--- src/rtl/disp_sched.sv ---
// Display scheduler in front of the 8-digit hex scan driver.
// Shows the live word by default. Two message sources can post words into
// one-deep slots. Each posted word is shown for HOLD_CYCLES cycles, and
// the sources are picked round-robin when both are waiting.
//
// state | meaning
// IDLE  | live word tracked each cycle, waiting for a pending message
// SHOW  | message word held on the display while the hold timer counts down
module disp_sched #(
    parameter int HOLD_CYCLES = 100_000_000,
    parameter int CNT_W       = 27
) (
    input  logic        Clk,
    input  logic        Reset_n,
    input  logic [31:0] Live_data,
    input  logic        Msg1_vld,
    input  logic [31:0] Msg1_data,
    input  logic        Msg2_vld,
    input  logic [31:0] Msg2_data,
    output logic        Msg1_ack,
    output logic        Msg2_ack,
    output logic        Show_done,
    output logic [1:0]  Disp_src,
    output logic [31:0] Disp_data
);

    typedef enum logic {IDLE, SHOW} state_t;

    localparam logic [CNT_W-1:0] LP_HOLD_M1 = CNT_W'(HOLD_CYCLES - 1);

    state_t           r_state, w_state_nxt;
    logic [CNT_W-1:0] r_timer, w_timer_nxt;
    logic             r_pend1, r_pend2, w_pend1_nxt, w_pend2_nxt;
    logic [31:0]      r_slot1, r_slot2, w_slot1_nxt, w_slot2_nxt;
    logic [1:0]       r_last, w_last_nxt;
    logic [31:0]      r_disp_data, w_disp_data_nxt;
    logic [1:0]       r_disp_src, w_disp_src_nxt;
    logic             r_ack1, r_ack2, r_done;
    logic             w_ack1_nxt, w_ack2_nxt, w_done_nxt;
    logic             w_any, w_win2, w_load;

    // Register all scheduler state; reset discards pending slots too.
    always_ff @(posedge Clk or negedge Reset_n) begin
        if (!Reset_n) begin
            r_state     <= IDLE;
            r_timer     <= '0;
            r_pend1     <= 1'b0;
            r_pend2     <= 1'b0;
            r_slot1     <= '0;
            r_slot2     <= '0;
            r_last      <= 2'd2;
            r_disp_data <= '0;
            r_disp_src  <= 2'd0;
            r_ack1      <= 1'b0;
            r_ack2      <= 1'b0;
            r_done      <= 1'b0;
        end else begin
            r_state     <= w_state_nxt;
            r_timer     <= w_timer_nxt;
            r_pend1     <= w_pend1_nxt;
            r_pend2     <= w_pend2_nxt;
            r_slot1     <= w_slot1_nxt;
            r_slot2     <= w_slot2_nxt;
            r_last      <= w_last_nxt;
            r_disp_data <= w_disp_data_nxt;
            r_disp_src  <= w_disp_src_nxt;
            r_ack1      <= w_ack1_nxt;
            r_ack2      <= w_ack2_nxt;
            r_done      <= w_done_nxt;
        end
    end

    // Next-state logic: arbitration, hold timer, slot capture.
    always_comb begin
        w_state_nxt     = r_state;
        w_timer_nxt     = r_timer;
        w_pend1_nxt     = r_pend1;
        w_pend2_nxt     = r_pend2;
        w_slot1_nxt     = r_slot1;
        w_slot2_nxt     = r_slot2;
        w_last_nxt      = r_last;
        w_disp_data_nxt = r_disp_data;
        w_disp_src_nxt  = r_disp_src;
        w_ack1_nxt      = 1'b0;
        w_ack2_nxt      = 1'b0;
        w_done_nxt      = 1'b0;
        w_load          = 1'b0;

        // Only registered pend flags take part, so a strobe waits one cycle.
        w_any  = r_pend1 | r_pend2;
        w_win2 = r_pend2 & (~r_pend1 | (r_last == 2'd1));

        case (r_state)
            IDLE: begin
                w_disp_data_nxt = Live_data;
                w_disp_src_nxt  = 2'd0;
                w_load          = w_any;
            end
            SHOW: begin
                if (r_timer == '0) begin
                    w_done_nxt = 1'b1;
                    if (w_any) begin
                        w_load = 1'b1;
                    end else begin
                        w_state_nxt     = IDLE;
                        w_disp_data_nxt = Live_data;
                        w_disp_src_nxt  = 2'd0;
                    end
                end else begin
                    w_timer_nxt = r_timer - CNT_W'(1);
                end
            end
            default: w_state_nxt = IDLE;
        endcase

        if (w_load) begin
            w_state_nxt = SHOW;
            w_timer_nxt = LP_HOLD_M1;
            if (w_win2) begin
                w_disp_data_nxt = r_slot2;
                w_disp_src_nxt  = 2'd2;
                w_pend2_nxt     = 1'b0;
                w_ack2_nxt      = 1'b1;
                w_last_nxt      = 2'd2;
            end else begin
                w_disp_data_nxt = r_slot1;
                w_disp_src_nxt  = 2'd1;
                w_pend1_nxt     = 1'b0;
                w_ack1_nxt      = 1'b1;
                w_last_nxt      = 2'd1;
            end
        end

        // A strobe arriving as its slot is consumed stays pending.
        if (Msg1_vld) begin
            w_slot1_nxt = Msg1_data;
            w_pend1_nxt = 1'b1;
        end
        if (Msg2_vld) begin
            w_slot2_nxt = Msg2_data;
            w_pend2_nxt = 1'b1;
        end
    end

    assign Disp_data = r_disp_data;
    assign Disp_src  = r_disp_src;
    assign Msg1_ack  = r_ack1;
    assign Msg2_ack  = r_ack2;
    assign Show_done = r_done;

endmodule

--- config.mk ---
export PLATFORM = sky130hd
export DESIGN_NAME = disp_sched
export DESIGN_NICKNAME = d
export VERILOG_FILES = /design/src/rtl/disp_sched.sv
export SDC_FILE = /design/constraint.sdc
export NUM_CORES = 1
export LEC_CHECK = 0
export BUFFER_PORTS_ARGS = -buffer_cell sky130_fd_sc_hd__buf_2
export CAP_MARGIN = 10
export CORE_MARGIN = 2
export CORE_UTILIZATION = 45
export DETAILED_ROUTE_END_ITERATION = 10
export GPL_TIMING_DRIVEN = 0
export PLACE_DENSITY = 0.69
export REMOVE_ABC_BUFFERS = 1
export SKIP_LAST_GASP = 1
export SLEW_MARGIN = 20
export SYNTH_ARGS = -nofsm -noshare
export SYNTH_HDL_FRONTEND = slang
export SYNTH_SLANG_ARGS = --single-unit
--- constraint.sdc ---
create_clock -name Clk -period 3.3 [get_ports Clk]
set_clock_uncertainty 0.15 [all_clocks]
set_input_delay 0.66 -clock Clk [delete_from_list [all_inputs] [get_ports Clk]]
set_output_delay 0.66 -clock Clk [all_outputs]
set_load 0.005 [all_outputs]
==> run_results.csv, run 1 <==
group,metric,value,unit
run_status,status,"finished, final reports clean",
worst_setup_path,reg2reg_to,"r_timer[7]",
drt,vias,4539,
floorplanning,die_w,118.4,um
placement,port_buffers,136,
worst_setup_path,max_stage_delay,640,ps
yosys,synth-main-ff-cell,"dfrtp_1",
drt,routed_via_density,5.724,
global_routing,grt_start_max_net_pins,101,
yosys,synthCells,472,
sta,max_freq,0.3173,GHz
sta,hold_slack,314.8,ps
cells_and_area,drive_gt1_share,42.67,%
worst_setup_path,worst_path_max_delay_cell,"o41a_4",
floorplanning,core_area,12670,um2
sta,setup_viol,0,
worst_setup_path,required,3450,ps
floorplanning,start_util,46.44,%
sta,period_share,95.51,%
clock_network,clock_latency,420,ps
worst_setup_path,worst-r2r-cell-count,7,
power_and_ir_drop,seqPwrFrac,46.0,%
yosys,synth_area,5884,um2
cells_and_area,num_antenna_cells,0,
power_and_ir_drop,p_int,2.978,mW
worst_setup_path,startpoint,"r_timer[20]",
floorplanning,dieHeight,118.4,um
sta,slew_viol_final,0,
job,maxCapViolCount,0,
floorplanning,rows,41,
worst_setup_path,worstReg2RegStart,"r_timer[20]",
placement,dp.final_hpwl,9537,um
power_and_ir_drop,pwr-share-comb,6.4,%
floorplanning,die_area,14010,um2
power_and_ir_drop,peakVddDrop,0.3061,mV
yosys,async_reset_ff_share,100.0,%
clock_network,clock-sinks,133,
worst_setup_path,reg2reg_setup_slack,150,ps
yosys,avgSynthCellArea,12.47,um2
floorplanning,io_pins,137,
power_and_ir_drop,sw_frac_of_total,23.16,%
min_path,hold_start,"Msg1_data[14]",
clock_network,cts_tree,"done",
sta,rsz0062_at_grt,"false",
yosys,yosysSeqAreaShare,56.58,%
sta,slew_headroom,37.81,%
clock_network,clk_pin_slew_worst_paths,60,ps
power_and_ir_drop,switchingPower,0.8976,mW
min_path,hp-class,"in -> reg",
yosys,synth_seq_cells,133,
yosys,synth_edf_count,0,
cells_and_area,regArea,3329,um2
cells_and_area,num-nets-final,709,
placement,gp_congestion,0.7993,
yosys,yosys.cell_types.count,50,
global_routing,grt_pass1_vias,4804,
yosys,yosysWarningCount,0,
power_and_ir_drop,p_leak,3.359,nW
cells_and_area,multi_input_area,2371,um2
clock_network,h-tree-depth,4,
global_routing,grt_pass1_wl,23750,um
worst_setup_path,crit_path_max_fanout,30,
drt,final_antenna_net_count,0,
worst_setup_path,startpoint_type,"register",
clock_network,clock_path_buffers,2,
drt,drt_iter0_drc,194,
power_and_ir_drop,power.density_cell_area,521.8,nW/um2
drt,first_pass_iters,5,
sta,finalHoldViolCount,0,
worst_setup_path,cp_cell_sequence,"or3_1 > or4_1 > o41a_4 > buf_12 > nor2_8 > inv_1 > o21a_1",
power_and_ir_drop,pwr-share-clk,47.5,%
drt,drt_wl_total,14480,um
global_routing,gr-total-overflow,0,
worst_setup_path,critPathCaptureType,"register",
clock_network,numCtsBuffers,17,
clock_network,clock-root-buffer,"clkbuf_16",
drt,wl_per_cell,18.26,um
worst_setup_path,endpoint,"r_timer[7]",
cells_and_area,syn_to_final_growth,26.24,%
worst_setup_path,crit_arrival,3310,ps
power_and_ir_drop,power,3.876,mW
global_routing,grtUsageTotal,21.46,%
cells_and_area,fillers,1090,
drt,drc_errors,0,
sta,min_period,3152,ps
global_routing,antenna_found_initial,0,
worst_setup_path,worstSetupPathType,"reg -> reg",
sta,worst_pin_slew,932.9,ps
[layer usage]
layer,routed length (um),global-route usage [%],vias to the layer above
met2,6847,33.74,157
met5,0,0,-
li1,-,-,2080
met3,1162,8.156,26
met4,279,8.434,0
met1,6190,26.75,2276
[stage by stage]
| stage | setup WS, ps | TNS (ps) | std cells | area (um2) | util (%) |
|---|---|---|---|---|---|
| floorplan | -344.5 | -15210 | 437 | 5682 | - |
| global placement | -1615 | -134560 | 745 | 6578 | 51.91 |
| detailed placement | -235.6 | -4248 | 756 | 6785 | 53.55 |
| CTS | 105.3 | 0 | 790 | 7400 | 58.40 |
| global route | 21.26 | 0 | 793 | 7428 | 58.63 |
| finish | 148.1 | 0 | 793 | 7428 | 58.63 |
[layout by cell type, fill, tap and decap left out, types with 3 or more instances in the layout]
master        n
or4_1         5
nand3_1       3
clkbuf_8      3
clkinv_4      3
clkbuf_16    17
buf_6         4
a21oi_1      11
buf_8         3
mux2_2       65
a211o_1       5
nor3_1       14
o21a_1        3
a221oi_1     34
o2bb2ai_1    31
inv_1         5
nand2b_1      4
and3_1        5
nor4_1        8
nand2_1       9
a21o_1        3
buf_4         5
buf_2       135
dfrtp_1     132
o31ai_1       3
a31oi_1       6
o21ai_0      10
nor2_1       41
clkinvlp_4    3
inv_6         4
or3_1         4
[what timing repair did]
| action | 4_1_cts | 5_1_grt |
|---|---|---|
| pin swaps | 1 | 2 |
| resized for setup | 2 | 1 |
| endpoints found under the setup margin | 32 | 24 |
| hold endpoints to repair | 33 | 0 |
| buffers inserted | 1 | 3 |
| hold buffers | 1 | 0 |
[registers in the layout (all words and copies together) (netlist names)]
register and flops:
r_timer 27, Show_done 1, Msg2_ack 1, r_last 2, r_slot2 32, r_slot1 32, r_state 1, Msg1_ack 1
r_pend1 1, Disp_data 32, Disp_src 2, r_pend2 1
[worst min-delay path by stage]
stage,end,depth (start not counted)
after floorplan,Disp_data[0],0
after global placement,Disp_data[22],1
after detailed placement,Disp_src[1],2
after CTS,r_slot2[14],2
after global routing,r_slot1[18],2
final,r_slot1[14],2
[worst max-delay path, delay by kind of cell, from the launching register on]
kind                   cells  cell delay [ps]
and+or+nand+nor            3             1270
AOI/OAI and AO/OA          2              820
buffers and inverters      2              370
DFF                        1              410
[cells in the mapped netlist (all sizes together), types with 2 or more instances]
| cell | number | area share (%) |
|---|---|---|
| o2bb2ai | 31 | 4.6 |
| o211a | 2 | 0.34 |
| and3 | 6 | 0.72 |
| o31ai | 3 | 0.38 |
| a21oi | 11 | 0.94 |
| clkbuf | 23 | 1.5 |
| dfrtp | 132 | 56 |
| xnor2 | 2 | 0.30 |
| nor3 | 17 | 1.8 |
| or4 | 6 | 0.83 |
| or2 | 3 | 0.32 |
| o21a | 3 | 0.38 |
| a31oi | 6 | 0.64 |
| a211oi | 2 | 0.26 |
| nand2 | 10 | 0.64 |
| buf | 12 | 2.0 |
| a221oi | 34 | 5.1 |
| nand2b | 4 | 0.43 |
| nor2 | 43 | 3.0 |
| mux2 | 65 | 12 |
| nor4 | 9 | 0.96 |
| inv | 5 | 0.32 |
| a211o | 5 | 0.74 |
| mux2i | 2 | 0.34 |
| o21ai | 11 | 0.94 |
| o41ai | 3 | 0.77 |
| or3 | 4 | 0.43 |
| nand3 | 3 | 0.26 |
| a21o | 3 | 0.38 |
[final cells by class]
class,count,share of cell area [%]
multi-input combinational,299,31.92
tap,172,2.897
clock inverter,12,1.600
clock buffer,20,6.283
sequential,133,44.82
inverter,5,0.2527
timing repair buffer,152,12.23
[power by group through the flow]
stage	clock (mW)	sequential, mW	combinational, mW
global route	1.94	1.79	0.280
floorplan	0	1.80	0.103
finish	1.84	1.78	0.250
detailed placement	0	1.81	0.252
CTS	1.86	1.78	0.255
global placement	0	1.80	0.237
[kinds of logic (layout without fill, tap and decap cells)]
logic type,Yosys count,in the layout,share of synthesized area [%]
flops,133,133,56.58
compound gates,121,121,16.56
simple gates,108,108,9.802
mux,67,67,12.78
buf+inv,40,189,3.764
xor+xnor,2,2,0.2977
fa+ha+maj,1,1,0.2126
(Power assumes the default switching activity.)
==> run 2, diff against run 1 <==
--- a/config.mk
+++ b/config.mk
@@ -5,13 +5,14 @@
 export SDC_FILE = /design/constraint.sdc
 export NUM_CORES = 1
 export LEC_CHECK = 0
+export ABC_AREA = 1
 export BUFFER_PORTS_ARGS = -buffer_cell sky130_fd_sc_hd__buf_2
 export CAP_MARGIN = 10
 export CORE_MARGIN = 2
 export CORE_UTILIZATION = 45
 export DETAILED_ROUTE_END_ITERATION = 10
 export GPL_TIMING_DRIVEN = 0
-export PLACE_DENSITY = 0.69
+export PLACE_DENSITY = 0.68
 export REMOVE_ABC_BUFFERS = 1
 export SKIP_LAST_GASP = 1
 export SLEW_MARGIN = 20
==> run 2 against run 1 <==
Net effect:
- first-iteration DRC count up 38%
- synthesized cell count increased by 74%
- setup slack gained 130 ps
- combinational power is 4% higher
- critical path depth grew 5
- cell area is 4.8% higher
- global-route usage increased by 0.62 points
- sequential power barely moved
- highest routed layer is now met5
==> run_results.csv, run 2 <==
group,metric,value,unit
yosys,synth_most_common_cell,"nand2_1",
cells_and_area,drive_gt1_share,19.94,%
worst_setup_path,reg2reg_setup_slack,280,ps
cells_and_area,final_cell_mix,"302 x nand2_1, 135 x buf_2, 132 x dfrtp_1",
yosys,synth_area,6341,um2
floorplanning,core_area,13830,um2
worst_setup_path,startpoint,"r_timer[0]",
yosys,synth_common_cells,"303 x nand2_1, 132 x dfrtp_1, 109 x nor2_1",
global_routing,grt_start_max_net_pins,99,
power_and_ir_drop,pwr-share-comb,6.5,%
floorplanning,rows,43,
placement,gp_congestion,0.8833,
placement,dp.final_hpwl,10190,um
power_and_ir_drop,power,4.003,mW
global_routing,antenna_found_initial,1,
cells_and_area,layout_commonest_cell,"nand2_1",
global_routing,gr-total-overflow,0,
yosys,synth_edf_count,0,
floorplanning,start_util,45.86,%
power_and_ir_drop,sw_frac_of_total,22.27,%
power_and_ir_drop,p_int,3.112,mW
worst_setup_path,reg2reg_to,"r_timer[13]",
global_routing,grt_pass1_wl,25760,um
clock_network,clock-root-buffer,"clkbuf_16",
sta,worst_pin_slew,1050,ps
power_and_ir_drop,peakVddDrop,0.3478,mV
yosys,ys_top_cells_by_area,"dfrtp_1 52%, nand2_1 18%, nor2_1 6.5%",
drt,drt_wl_total,15500,um
drt,drt_iter0_drc,267,
sta,setup_viol,0,
drt,vias,5523,
cells_and_area,num-nets-final,1047,
drt,first_pass_iters,4,
min_path,hp-class,"in -> reg",
floorplanning,dieHeight,122.7,um
sta,min_period,3024,ps
floorplanning,die_area,15060,um2
placement,pre_cts_slack,207.8,ps
power_and_ir_drop,power.density_cell_area,514.2,nW/um2
placement,port_buffers,136,
yosys,yosysSeqAreaShare,52.51,%
clock_network,cts_tree,"done",
cells_and_area,final_util,56.31,%
drt,drc_errors,0,
cells_and_area,num_antenna_cells,0,
power_and_ir_drop,seqPwrFrac,44.0,%
clock_network,post_cts_buffers,0,
worst_setup_path,startpoint_type,"register",
yosys,yosysWarningCount,0,
sta,setup_slack,276.5,ps
yosys,synthCells,823,
worst_setup_path,crit_path_max_fanout,39,
clock_network,clock_path_buffers,2,
yosys,netlist.area_leader.share,52.09,%
worst_setup_path,worst-r2r-cell-count,12,
worst_setup_path,critPathCaptureType,"register",
yosys,yosys.cell_types.count,28,
worst_setup_path,worstSetupPathType,"reg -> reg",
sta,slew_headroom,29.97,%
yosys,synth-main-ff-cell,"dfrtp_1",
worst_setup_path,crit_arrival,3220,ps
power_and_ir_drop,switchingPower,0.8917,mW
yosys,avgSynthCellArea,7.705,um2
sta,slew_viol_final,0,
clock_network,h-tree-depth,4,
clock_network,clock-sinks,133,
drt,routed_via_density,4.853,
floorplanning,io_pins,137,
yosys,synth.largest_area_cell,"dfrtp_1",
global_routing,grtUsageTotal,22.08,%
floorplanning,die_w,122.7,um
global_routing,grt_pass1_vias,5281,
clock_network,clk_pin_slew_worst_paths,60,ps
clock_network,clock_latency,410,ps
sta,max_freq,0.3307,GHz
job,maxCapViolCount,0,
power_and_ir_drop,pwr-share-clk,49.6,%
power_and_ir_drop,p_leak,3.967,nW
drt,final_antenna_net_count,0,
sta,hold_slack,285.9,ps
worst_setup_path,worstReg2RegStart,"r_timer[0]",
drt,wl_per_cell,13.62,um
cells_and_area,syn_to_final_growth,22.79,%
run_status,status,"finished, final reports clean",
worst_setup_path,endpoint,"r_timer[13]",
sta,rsz0062_at_grt,"false",
clock_network,numCtsBuffers,17,
sta,finalHoldViolCount,0,
yosys,async_reset_ff_share,100.0,%
worst_setup_path,required,3500,ps
yosys,synth_seq_cells,133,
sta,period_share,91.62,%
[run 2: worst min-delay path by stage]
stage               depth (start not counted)     startpoint           end
floorplan                                   0        Reset_n  Disp_data[0]
global placement                            2    r_slot1[28]   r_slot1[28]
detailed placement                          2    Disp_src[1]   Disp_src[1]
CTS                                         3  Msg1_data[20]   r_slot1[20]
global route                                3   Msg1_data[7]    r_slot1[7]
finish                                      3  Msg1_data[20]   r_slot1[20]
[run 2: worst max-delay path, stage by stage, from the launching register on]
cell	delay, ps
dfrtp_1	380
inv_1	130
ha_1	340
nand2_2	160
nor2_4	230
nand2_2	100
inv_2	60
nand2_2	50
nand2_4	370
nand2_2	420
clkinv_2	360
nand2_1	110
nand2_1	80
[run 2: cell families (layout without fill, tap and decap cells)]
group / after synthesis / count (layout) / synth area share (%)
fa+ha+maj: 1 / 1 / 0.1973
buf+inv: 98 / 233 / 6.768
flops: 133 / 133 / 52.51
compound gates: 112 / 112 / 8.879
simple gates: 466 / 466 / 29.85
xor+xnor: 13 / 13 / 1.796
[run 2: power groups by stage]
stage | Clock, mW | Sequential, mW | Combinational [mW]
2_1_floorplan | 0 | 1.78 | 0.102
3_3_place_gp | 0 | 1.79 | 0.251
3_5_place_dp | 0 | 1.79 | 0.262
4_1_cts | 2.01 | 1.76 | 0.264
5_1_grt | 2.09 | 1.77 | 0.304
6_report | 1.99 | 1.76 | 0.259
[run 2: per-stage QoR]
step / setup TNS (ps) / std cells / cell area (um2)
after floorplan: 0 / 787 / 6145
after global placement: -107530 / 1103 / 7051
after detailed placement: 0 / 1106 / 7153
after CTS: 0 / 1138 / 7785
after global routing: 0 / 1138 / 7786
final: 0 / 1138 / 7786
[run 2: layout make-up]
cell class / count / area, um2
inverters: 62 / 234.0
multi-input cells: 592 / 2592
repair buffers: 140 / 783.3
fillers: 1326 / 6041
well taps: 180 / 225.2
clock inverters: 12 / 178.9
clock buffers: 19 / 442.9
flip-flops and latches: 133 / 3329
[run 2: per-layer routing]
layer / routed length, um / track usage (%) / part of all wire (%) / vias to the layer above
li1: - / - / - / 2806
met1: 7063 / 29.85 / 46 / 2551
met2: 7089 / 33.98 / 46 / 143
met3: 1109 / 7.435 / 7.2 / 21
met4: 227 / 6.106 / 1.5 / 2
met5: 13 / 0 / 0.084 / -
[run 2: what timing repair did]
action,in CTS,in global routing
endpoints found under the hold margin,34,0
setup endpoints to repair,0,15
resized for setup,0,1
hold buffers,1,0
